===== src/rtl/bram_std_fifo.sv =====
// bram_std_fifo
// Single-clock FIFO with standard (registered, non-fall-through) read data.
// Storage is a simple dual-port array written and read on the rising edge,
// so it maps onto block RAM with its output register.
// Optional feature: define BRAM_STD_FIFO_COUNT_EN to add the 'level' output
// (current occupancy, 0..2**ADDR_WIDTH, same timing as full/empty).
module bram_std_fifo #(
  parameter int DATA_WIDTH = 8,
  parameter int ADDR_WIDTH = 3
) (
  input  logic                  clk,
  input  logic                  rst,
  input  logic [DATA_WIDTH-1:0] src_data,
  input  logic                  wr_en,
  input  logic                  rd_en,
  output logic [DATA_WIDTH-1:0] dest_data,
  output logic                  full,
  output logic                  empty
`ifdef BRAM_STD_FIFO_COUNT_EN
  ,
  output logic [ADDR_WIDTH:0]   level
`endif
);

  // Occupancy value that means "every slot holds a word".
  localparam logic [ADDR_WIDTH:0]   COUNT_FULL = {1'b1, {ADDR_WIDTH{1'b0}}};
  localparam logic [ADDR_WIDTH:0]   COUNT_ONE  = 1;
  localparam logic [ADDR_WIDTH-1:0] PTR_ONE    = 1;

  logic [DATA_WIDTH-1:0] mem [2**ADDR_WIDTH];
  logic [ADDR_WIDTH-1:0] wr_ptr;
  logic [ADDR_WIDTH-1:0] rd_ptr;
  logic [ADDR_WIDTH:0]   count;
  logic                  rd_acc;
  logic                  wr_acc;

  // Flags come straight from the occupancy counter, so they change the
  // cycle after the operation that moved the count.
  assign empty = (count == '0);
  assign full  = (count == COUNT_FULL);

`ifdef BRAM_STD_FIFO_COUNT_EN
  assign level = count;
`endif

  // A read frees a slot in the same edge, so a write into a full FIFO is
  // accepted only when paired with an accepted read. A read while empty is
  // never accepted, which also keeps a new word from falling through.
  assign rd_acc = rd_en & ~empty;
  assign wr_acc = wr_en & (~full | rd_acc);

  // Storage write port.
  // NOTE: the array has no reset on purpose; a reset branch here would stop
  // the tools from mapping it onto block RAM. Stale words are unreachable
  // anyway because reset clears the pointers and the count.
  always_ff @(posedge clk) begin
    if (!rst && wr_acc) begin
      // NOTE: non-blocking assignments in every clocked block so all state
      // updates use pre-edge values regardless of statement order.
      mem[wr_ptr] <= src_data;
    end
  end

  // Pointer advance; both wrap naturally at the power-of-two depth.
  always_ff @(posedge clk) begin
    if (rst) begin
      wr_ptr <= '0;
      rd_ptr <= '0;
    end else begin
      if (wr_acc) wr_ptr <= wr_ptr + PTR_ONE;
      if (rd_acc) rd_ptr <= rd_ptr + PTR_ONE;
    end
  end

  // Occupancy tracking; a simultaneous read and write leaves it unchanged.
  always_ff @(posedge clk) begin
    if (rst) begin
      count <= '0;
    end else begin
      unique case ({wr_acc, rd_acc})
        2'b10:   count <= count + COUNT_ONE;
        2'b01:   count <= count - COUNT_ONE;
        default: count <= count;
      endcase
    end
  end

  // Registered read port; holds its last value when no read is accepted.
  always_ff @(posedge clk) begin
    if (rst) begin
      dest_data <= '0;
    end else if (rd_acc) begin
      dest_data <= mem[rd_ptr];
    end
  end

endmodule


===== config.mk =====
export PLATFORM = sky130hd
export DESIGN_NAME = bram_std_fifo
export DESIGN_NICKNAME = d
export VERILOG_FILES = /design/src/rtl/bram_std_fifo.sv
export SDC_FILE = /design/constraint.sdc
export NUM_CORES = 1
export LEC_CHECK = 0
export CAP_MARGIN = 15
export CORE_UTILIZATION = 30
export CTS_CLUSTER_SIZE = 10
export DETAILED_ROUTE_END_ITERATION = 6
export GPL_TIMING_DRIVEN = 0
export PLACE_DENSITY = 0.5
export REMOVE_ABC_BUFFERS = 1
export SYNTH_ARGS = -nofsm -noshare
export SYNTH_HDL_FRONTEND = slang
export SYNTH_SLANG_ARGS = --single-unit

===== constraint.sdc =====
create_clock -name clk -period 3.1 [get_ports clk]
set_input_delay 0.775 -clock clk [delete_from_list [all_inputs] [get_ports clk]]
set_output_delay 0.775 -clock clk [all_outputs]
set_load 0.1 [all_outputs]

======== Word-level counts from Yosys, hierarchy flattened ========
Memory sizes are Yosys's and may differ from the RTL's. A register that Yosys moved wholly into a read port is not among the register bits.
Cells that the tools add are included.
word-level totals
  output and inout bits ................... 10
  bits in latches ......................... 0
  memories kept ........................... 1
  logic and storage cells ................. 23
  memory bits (writable) .................. 64
  memory bits (read-only) ................. 0
  register bits ........................... 10
  input port bits ......................... 12
memories
  name  words  bits a word  read ports  clocked after Yosys merged registers in  wr ports  line  source
  mem   8      8            1           1                                        1         30    logic [DATA_WIDTH-1:0] mem [2**ADDR_WIDTH];
operators by class
  bitwise logic cells ..................... 5
  order comparisons ....................... 0
  add/subtract/negate cells ............... 4
  reductions and logical operators ........ 4
  multipliers ............................. 0
  equality and inequality tests ........... 3
  divide/modulo/power cells ............... 0
  multiplexer cells ....................... 3
  shift operators ......................... 0
operators by type and width
  operator                                           number
  case mux 4 bit (2 select lines)                    1
  adder 3 x 1 -> 3 bit (second input constant)       2
  adder 4 x 1 -> 4 bit (second input constant)       1
  == test 4 bit (second input constant)              1
  logical NOT 4 bit                                  1
  subtractor 4 x 1 -> 4 bit (second input constant)  1
  bitwise AND 1 bit                                  2
  == test 2 x 1 -> 1 bit (second input constant)     1
  == test 2 bit (second input constant)              1
  two-way mux 1 bit                                  2
  inverter 1 bit                                     2
  nonzero test 2 bit                                 1
  logical AND 1 bit                                  1
  logical NOT 1 bit                                  1
  OR 1 bit                                           1

======== Longest topological paths before layout ========
Gate-level depths: netlist of the first run.
  depth after elaboration ................. 8
  depth in mapped cells ................... 10
  depth with buffers taken out ............ 8

======== Least setup slack after synthesis of the first run ========
Ideal clock, no wire load.
  kind .................................... register to output
  start ................................... reg count[0]
  end ..................................... out empty
  arrival time ............................ 2.096 ns
  stages on the path, launching flop included .. 4
  data required time ...................... 2.325 ns
  slack ................................... 0.229 ns
  path buffers ............................ 1
  cell sequence ........................... dfxtp_1 -> buf_6 -> or3_4 -> nor2_1
on the way
  word-level cells in the longest chain between the ends .. 1
RTL lines
  what                    line  source
  start, declared         33    logic [ADDR_WIDTH:0] count;
  start signal, assigned  81    2'b10: count <= count + COUNT_ONE;
  start signal, assigned  82    2'b01: count <= count - COUNT_ONE;
  start signal, assigned  83    default: count <= count;
  logical NOT 4 bit       39    assign empty = (count == '0);
  end, declared           18    output logic empty
Every way passes these cells.

======== Final worst setup path of the first run ========
Same ends and word-level chain as after synthesis.

==> results of run 1 <==
cells in the final DEF (no fill, tap or decap), types with 3 or more instances in the layout:
cell type / instances
a211oi_1: 9
a21oi_1: 3
clkbuf_8: 11
clkdlybuf4s50_1: 19
dfxtp_1: 18
edfxtp_1: 64
ha_1: 4
inv_1: 3
mux2i_1: 10
mux4_2: 16
nand2_1: 5
nand2b_1: 3
nor2_1: 23
nor3_2: 3
xnor2_1: 4
xor2_1: 3
power by group through the flow:
| stage | sequential, mW | combinational [mW] | clock, mW |
|---|---|---|---|
| after floorplan | 1.74 | 0.651 | 0 |
| after global placement | 1.49 | 1.19 | 0 |
| after detailed placement | 1.45 | 1.29 | 0 |
| after CTS | 1.43 | 1.28 | 0.900 |
| after global routing | 1.45 | 1.35 | 0.937 |
| final | 1.42 | 1.26 | 0.874 |
worst max-delay path, stage by stage (launching register included):
cell and delay, ns:
dfxtp_1 0.42, or3_4 0.47, nor2_1 0.09, dlygate4sd2_1 0.86
sequential cells by signal (all words and copies together) (netlist names):
| register | count |
|---|---|
| rd_ptr | 3 |
| wr_ptr | 3 |
| count | 4 |
| mem | 64 |
| dest_data | 8 |
what timing repair did:
| action | CTS | global route |
|---|---|---|
| buffers inserted | 0 | 0 |
| setup endpoints to repair | 3 | 2 |
| resized for setup | 3 | 3 |
cell families (layout without fill, tap and decap cells):
group,after synthesis,after routing,synth area share [%]
flops,82,82,67.6
mux,26,26,13.6
buf+inv,15,43,2.41
xor+xnor,7,7,1.82
simple gates,45,45,6.45
compound gates,23,23,5.97
fa+ha+maj,5,5,2.08
cell type report:
type                       count  area, sq um  share of cell area (%)
multi-input combinational    106         1050                    26.3
sequential                    82         2280                    57.1
inverter                       3         11.3                   0.282
clock buffer                  12          155                    3.88
tap                          140          175                    4.39
clock inverter                 4         75.1                    1.88
timing repair buffer          24          246                    6.17
through the flow:
stage | power (mW) | setup WS (ns) | TNS, ns | cells
2_1_floorplan | 2.39 | 0.261 | 0 | 191
3_3_place_gp | 2.69 | -1.26 | -34.94 | 352
3_5_place_dp | 2.74 | -0.656 | -7.39 | 355
4_1_cts | 3.61 | 0.0000397 | 0 | 371
5_1_grt | 3.74 | 0.0272 | 0 | 371
6_report | 3.56 | 0.141 | 0 | 371
layer usage:
layer / global-route usage (%) / part of all wire (%) / vias up
li1: - / - / 833
met1: 15.9 / 47 / 877
met2: 19.2 / 49 / 17
met3: 2.35 / 2.4 / 9
met4: 5.28 / 1.5 / 0
met5: 0 / 0 / -
final timing paths:
check                                                  to  slack (ns)  cells past startpoint
worst max-delay path                                empty        0.14                      3
worst min-delay path            dest_data[5]$_SDFFE_PP0N_        0.50                      2
worst max register to register      count[3]$_SDFFE_PP0P_        0.59                      8
worst min register to register  dest_data[5]$_SDFFE_PP0N_        0.50                      2
==> results.yml, run 1 <==
outcome:
  status: "completed"
clock_tree:
  clk_latency_ns: 0.34
  clock-root-buffer: "clkbuf_8"
  ctsLongestPathBuffers: 2
  cts_tree: "built"
  path_clk_slew_ns: 0.08
  cts_buffers: 9
  cts.sinks: 82
  htree_levels: 3
  hold_buffers: 0
pwr:
  swShare_pct: 36.7
  power.switching_mw: 1.31
  seq_power_share_pct: 40.0
  clkPwrFrac_pct: 24.5
  p_per_area_nw_per_um2: 892
  combPwrFrac_pct: 35.5
  intPower_mw: 2.26
  vdd_drop_max_mv: 0.318
  leakage_nw: 1.25
route:
  drc: 0
  ant_nets: 0
  vias_per_cell: 4.68
  vias: 1736
  wl_um: 6290
  wire_per_inst_um: 17.0
  dr.pass1.iters: 4
  drt_iter0_drc: 41
die:
  fp.dieArea_sq_um: 11700
  rows: 38
  start_util_pct: 31.0
  io_pins: 22
  die_w_um: 108
  core_sq_um: 10900
  die_height_um: 108
synthesis:
  synthFlopType: "edfxtp_1"
  ys_async_sr_fraction_pct: 0
  synth_edf_count: 64
  ys_warn_count: 0
  synth-seq-cells: 82
  synth_top_area_share_pct: 57.0
  synth.most_common_cell: "edfxtp_1"
  syn_inst: 203
  synth_cell_type_count: 38
  synth.area.top_cells: "edfxtp_1 (57%), dfxtp_1 (11%), mux4_2 (11%)"
  synth.largest_area_cell: "edfxtp_1"
  synth_seq_area_share_pct: 67.6
  synth.avg_cell_area_sq_um: 16.6
  synthTopCellsByCount: "edfxtp_1 (64), nor2_1 (23), dfxtp_1 (18)"
  syn_area_sq_um: 3370
critical_path:
  startpoint: "count[0]$_SDFFE_PP0P_"
  regToRegStartpoint: "count[3]$_SDFFE_PP0P_"
  crit_path_max_fanout: 8
  critPathArrivalTime_ns: 2.18
  start_kind: "flop"
  cp.required_ns: 2.32
  worst_setup_path_end_kind: "primary output"
  path_class: "reg -> out"
placement:
  dpl_cell_area_sq_um: 3760
  place.gp.congestion: 0.700
  place_hpwl_um: 3960
  io_buffers: 21
finish:
  final_area_sq_um: 3990
  n_antenna_cell: 0
  final_util_pct: 36.7
  area_delta_synth_final_pct: 18.4
  final_nets: 243
  drive_gt1_share_pct: 19.5
  fillers: 1017
global_routing:
  overflow: 0
  grt_max_degree: 23
  grt_pass1_vias: 1782
  grt_use_total_pct: 12.0
  antenna_found_initial: 0
  grt_pass1_wl_um: 10100
timing:
  final_max_slew_viol_count: 0
  fin_hold_ws_ns: 0.499
  hold_viol: 0
  min_period_over_period_pct: 95.5
  worstMarginPinSlew_ns: 0.986
  setup_viol: 0
  skew_ns: 0.00709
  relSlewSlack_pct: 34.1
  fin_crit_ns: 2.96
  rsz0062_at_grt: "false"
  fmax_mhz: 338
hold_path:
  hold_path_startpoint: "dest_data[5]$_SDFFE_PP0N_"
  hold_class: "reg -> reg"
job:
  maxCapViolations: 0
Note: power is estimated with default switching activity, not from simulation.
==> inputs of run 2 (changes only) <==
Settings changed: CORE_MARGIN set to 1.5.
==> run 2 against run 1 <==
Compared with the run above:
- final cell count shrank 0.27%
- worst hold slack better by 0.0057 ns
- total power fell by 1.3%
- largest power group unchanged
- final area down 0.44%
- register-to-register slack got worse by 0.04 ns
==> results.yml, run 2 (same netlist as run 1, synthesis figures left out) <==
clock_tree:
  clk_latency_ns: 0.34
  htree_levels: 3
  clock-root-buffer: "clkbuf_8"
  path_clk_slew_ns: 0.08
  cts_tree: "built"
  ctsLongestPathBuffers: 2
  cts_buffers: 9
  cts.sinks: 82
global_routing:
  antenna_found_initial: 0
  grt_pass1_vias: 1828
  grt_use_total_pct: 12.2
  overflow: 0
  grt_pass1_wl_um: 10400
  grt_max_degree: 23
timing:
  fin_hold_ws_ns: 0.505
  rsz0062_at_grt: "false"
  fin_crit_ns: 2.94
  final_max_slew_viol_count: 0
  fmax_mhz: 340
  relSlewSlack_pct: 33.8
  skew_ns: 0.00856
  hold_viol: 0
  worstMarginPinSlew_ns: 0.989
  setup_viol: 0
  min_period_over_period_pct: 94.9
  setup_ws_ns: 0.158
finish:
  largest_register_ffs: 64
  final_common_cell: "edfxtp_1"
  final_nets: 243
  top_regs: "mem x64, dest_data x8, count x4"
  area_delta_synth_final_pct: 17.8
  final_cell_mix: "edfxtp_1 (64), nor2_1 (21), clkdlybuf4s50_1 (19)"
  drive_gt1_share_pct: 20.0
  final_cell_count_no_fill: 370
  regMostFlops: "mem"
  n_antenna_cell: 0
route:
  drc: 0
  wl_um: 6410
  dr.pass1.iters: 4
  wire_per_inst_um: 17.3
  vias: 1765
  vias_per_cell: 4.77
  drt_iter0_drc: 70
  ant_nets: 0
pwr:
  swShare_pct: 37.2
  clkPwrFrac_pct: 23.4
  combPwrFrac_pct: 36.1
  seq_power_share_pct: 40.5
  vdd_drop_max_mv: 0.384
  intPower_mw: 2.21
  leakage_nw: 1.24
  power.switching_mw: 1.31
  p_per_area_nw_per_um2: 884
die:
  die_height_um: 109
  io_pins: 22
  die_w_um: 109
  fp.dieArea_sq_um: 11900
  core_sq_um: 10900
  start_util_pct: 31.0
  rows: 38
hold_path:
  min_delay_path_depth: 2
  hold_path_startpoint: "dest_data[7]$_SDFFE_PP0N_"
  hold_class: "reg -> reg"
  hold_end: "dest_data[7]$_SDFFE_PP0N_"
placement:
  place_ws_ns: -0.692
  place.gp.congestion: 0.674
  place_hpwl_um: 3910
  dp.cells: 355
  io_buffers: 21
critical_path:
  ff2ff_setup_slack_ns: 0.55
  path_class: "reg -> out"
  crit_path_max_incr_delay_ns: 0.86
  critPathArrivalTime_ns: 2.17
  cpMaxStageDelayCell: "dlygate4sd2_1"
  cp.required_ns: 2.32
  start_kind: "flop"
  crit_path_max_fanout: 8
  worst_setup_path_end_kind: "primary output"
  reg2reg_to: "count[3]$_SDFFE_PP0P_"
  regToRegStartpoint: "count[3]$_SDFFE_PP0P_"
  ff2ff_path_depth: 8
  path_cells: "or3_4, nor2_1, dlygate4sd2_1"
job:
  maxCapViolations: 0
outcome:
  status: "completed"
==> run 2: worst max-delay path by stage <==
stage	start	end	slack [ns]	depth (start not counted)
floorplan	count[0]$_SDFFE_PP0P_	empty	0.26	2
global placement	rst	mem[0][0]$_DFFE_PP_	-1.30	3
detailed placement	rd_en	count[3]$_SDFFE_PP0P_	-0.69	9
CTS	count[0]$_SDFFE_PP0P_	full	0.03	3
global route	rst	mem[0][7]$_DFFE_PP_	0.04	4
finish	count[0]$_SDFFE_PP0P_	empty	0.16	3
==> run 2: layout make-up <==
class                      instances  area (sq um)
fill                            1016          6910
clock inverter                     5          80.1
inverter                           3          11.3
tap                              140           175
clock buffer                      10           128
timing repair buffer              24           246
sequential                        82          2280
multi-input combinational        106          1050
==> run 2: power groups by stage <==
stage          Combinational (mW)  Clock [mW]  Sequential (mW)
2_1_floorplan               0.651           0             1.74
3_3_place_gp                 1.19           0             1.49
3_5_place_dp                 1.29           0             1.45
4_1_cts                      1.28       0.842             1.42
5_1_grt                      1.36       0.889             1.44
6_report                     1.27       0.821             1.42
==> run 2: metal layers <==
metal  wire length (um)  share of wire, %  GRT usage [%]
met1               2960                46           16.0
met2               3150                49           20.1
met3                189               2.9           2.15
met4                102               1.6           4.79
met5                  0                 0              0
==> run 2: worst max-delay path: cells and delay by family, from the launching register on <==
kind | cells | cell delay, ns
and+or+nand+nor | 2 | 0.56
buffers and inverters | 1 | 0.86
DFF | 1 | 0.41
==> run 2: repair_timing <==
item | in CTS | in global routing
setup endpoints to repair | 3 | 18
hold buffers | 0 | 0
endpoints found under the hold margin | 0 | 0
setup buffers | 0 | 0
gates resized for setup | 3 | 5
==> run 2: metrics by stage <==
| step | utilization, % | TNS (ns) | power (mW) | area (sq um) |
|---|---|---|---|---|
| floorplan | - | 0 | 2.39 | 3300 |
| global placement | 33.9 | -40.34 | 2.68 | 3690 |
| detailed placement | 34.5 | -10.39 | 2.74 | 3760 |
| CTS | 36.4 | 0 | 3.55 | 3970 |
| global route | 36.5 | 0 | 3.69 | 3980 |
| finish | 36.5 | 0 | 3.51 | 3980 |
==> inputs of run 3 (changes only) <==
Settings changed: CELL_PAD_IN_SITES_DETAIL_PLACEMENT set to 1, CELL_PAD_IN_SITES_GLOBAL_PLACEMENT set to 1, PLACE_DENSITY 0.5 to 0.56.
==> run 3 against run 2 <==
Compared with the run above:
- clock skew increased by 0.0051 ns
- sequential power about the same
- flip-flop and latch count unchanged
- highest routed layer unchanged
- total power decreased by 2.6%
==> results.yml, run 3 (same netlist as run 1, synthesis figures left out) <==
global_routing:
  use_met1_pct: 15.7
  grtUsageMet3_pct: 3.41
  grt_use_total_pct: 12.2
  grt_pass1_vias: 1833
  antenna_found_initial: 0
  grt_pass1_wl_um: 10300
  overflow: 0
  top_usage_layer: "met2"
  globalRouteMet2Util_pct: 19.6
  grt_max_degree: 23
die:
  start_util_pct: 31.0
  die_w_um: 109
  rows: 38
  io_pins: 22
  die_height_um: 109
  core_sq_um: 10900
  fp.dieArea_sq_um: 11900
timing:
  min_period_over_period_pct: 95.6
  relSlewSlack_pct: 35.3
  setup_viol: 0
  fmax_mhz: 337
  fin_hold_ws_ns: 0.503
  rsz0062_at_grt: "false"
  fin_crit_ns: 2.96
  worstMarginPinSlew_ns: 0.967
  skew_ns: 0.0137
  hold_viol: 0
  final_max_slew_viol_count: 0
critical_path:
  worst_setup_path_end_kind: "primary output"
  crit_path_max_fanout: 8
  start_kind: "flop"
  critPathArrivalTime_ns: 2.19
  path_class: "reg -> out"
  cp.required_ns: 2.32
clock_tree:
  path_clk_slew_ns: 0.09
  cts.sinks: 82
  htree_levels: 3
  cts_buffers: 9
  cts_tree: "built"
  clock-root-buffer: "clkbuf_8"
  clk_latency_ns: 0.35
  ctsLongestPathBuffers: 2
  hold_buffers: 0
hold_path:
  hold_class: "reg -> reg"
pwr:
  seq_power_share_pct: 41.7
  intPower_mw: 2.08
  swShare_pct: 39.3
  combPwrFrac_pct: 37.1
  leakage_nw: 1.23
  p_per_area_nw_per_um2: 866
  p_total_mw: 3.42
  vdd_drop_max_mv: 0.427
  clkPwrFrac_pct: 21.2
  power.switching_mw: 1.34
finish:
  regMostFlops: "mem"
  top_regs: "mem x64, dest_data x8, count x4"
  final_cell_mix: "edfxtp_1 (64), nor2_1 (23), clkdlybuf4s50_1 (19)"
  final_nets: 243
  largest_register_ffs: 64
  final_common_cell: "edfxtp_1"
  n_antenna_cell: 0
  area_delta_synth_final_pct: 17.1
  drive_gt1_share_pct: 19.9
route:
  vias: 1769
  wl_um: 6500
  wire_per_inst_um: 17.5
  dr.pass1.iters: 4
  drt_iter0_drc: 66
  drc: 0
  vias_per_cell: 4.77
  ant_nets: 0
placement:
  place_hpwl_um: 4250
  place.gp.congestion: 0.659
  io_buffers: 21
outcome:
  status: "completed"
job:
  maxCapViolations: 0
run 3: cell types whose count changed in the layout (fill, tap and decap cells not counted):
cell / before / now
clkbuf_8: 9 / 10
clkinv_2: 1 / 0
clkinv_4: 0 / 3
bufinv_16: 2 / 0
nor2_2: 2 / 0
inv_6: 0 / 1
nor2_1: 21 / 23
clkbuf_1: 1 / 0
run 3: critical path, cell delays in order, from the launching register on:
cell and delay (ns):
dfxtp_1 0.42, or3_4 0.47, nor2_1 0.09, dlygate4sd2_1 0.86
run 3: path summary, 6_finish.rpt:
check                           cells past startpoint  slack, ns                      start                   endpoint
worst max-delay path                                3       0.14      count[0]$_SDFFE_PP0P_                      empty
worst min register to register                      2       0.50  dest_data[0]$_SDFFE_PP0N_  dest_data[0]$_SDFFE_PP0N_
worst max register to register                      8       0.61      count[3]$_SDFFE_PP0P_      count[3]$_SDFFE_PP0P_
worst min-delay path                                2       0.50  dest_data[0]$_SDFFE_PP0N_  dest_data[0]$_SDFFE_PP0N_
run 3: cell type report:
type | instances | area (sq um)
Fill cell | 1102 | 6940
Sequential cell | 82 | 2280
Multi-Input combinational cell | 106 | 1050
Timing Repair Buffer | 24 | 246
Tap cell | 140 | 175
Clock buffer | 10 | 138
Clock inverter | 6 | 50.0
Inverter | 3 | 11.3
run 3: repair_timing:
action,CTS,global route
endpoints found under the hold margin,0,0
setup endpoints to repair,3,2
gates resized for setup,4,2
buffers inserted,0,0
run 3: per-layer routing:
metal / part of all wire, % / wire [um] / vias to the layer above
met5: 0 / 0 / -
met4: 1.2 / 81 / 0
met3: 2.9 / 188 / 7
met2: 48 / 3100 / 21
met1: 48 / 3130 / 905
li1: - / - / 836
run 3: power by group through the flow:
stage	registers, mW	logic [mW]	clock network (mW)
3_3_place_gp	1.49	1.20	0
4_1_cts	1.43	1.29	0.746
6_report	1.43	1.27	0.726
3_5_place_dp	1.45	1.29	0
5_1_grt	1.45	1.35	0.792
2_1_floorplan	1.74	0.651	0
run 3: metrics by stage:
stage	utilization, %	instance area (sq um)	setup slack (ns)	TNS [ns]	instances
6_report	36.3	3950	0.137	0	371
5_1_grt	36.3	3950	0.0478	0	371
4_1_cts	36.3	3950	0.0120	0	371
3_5_place_dp	34.5	3760	-0.614	-6.33	355
3_3_place_gp	33.9	3690	-1.14	-32.04	352
2_1_floorplan	-	3300	0.261	0	191
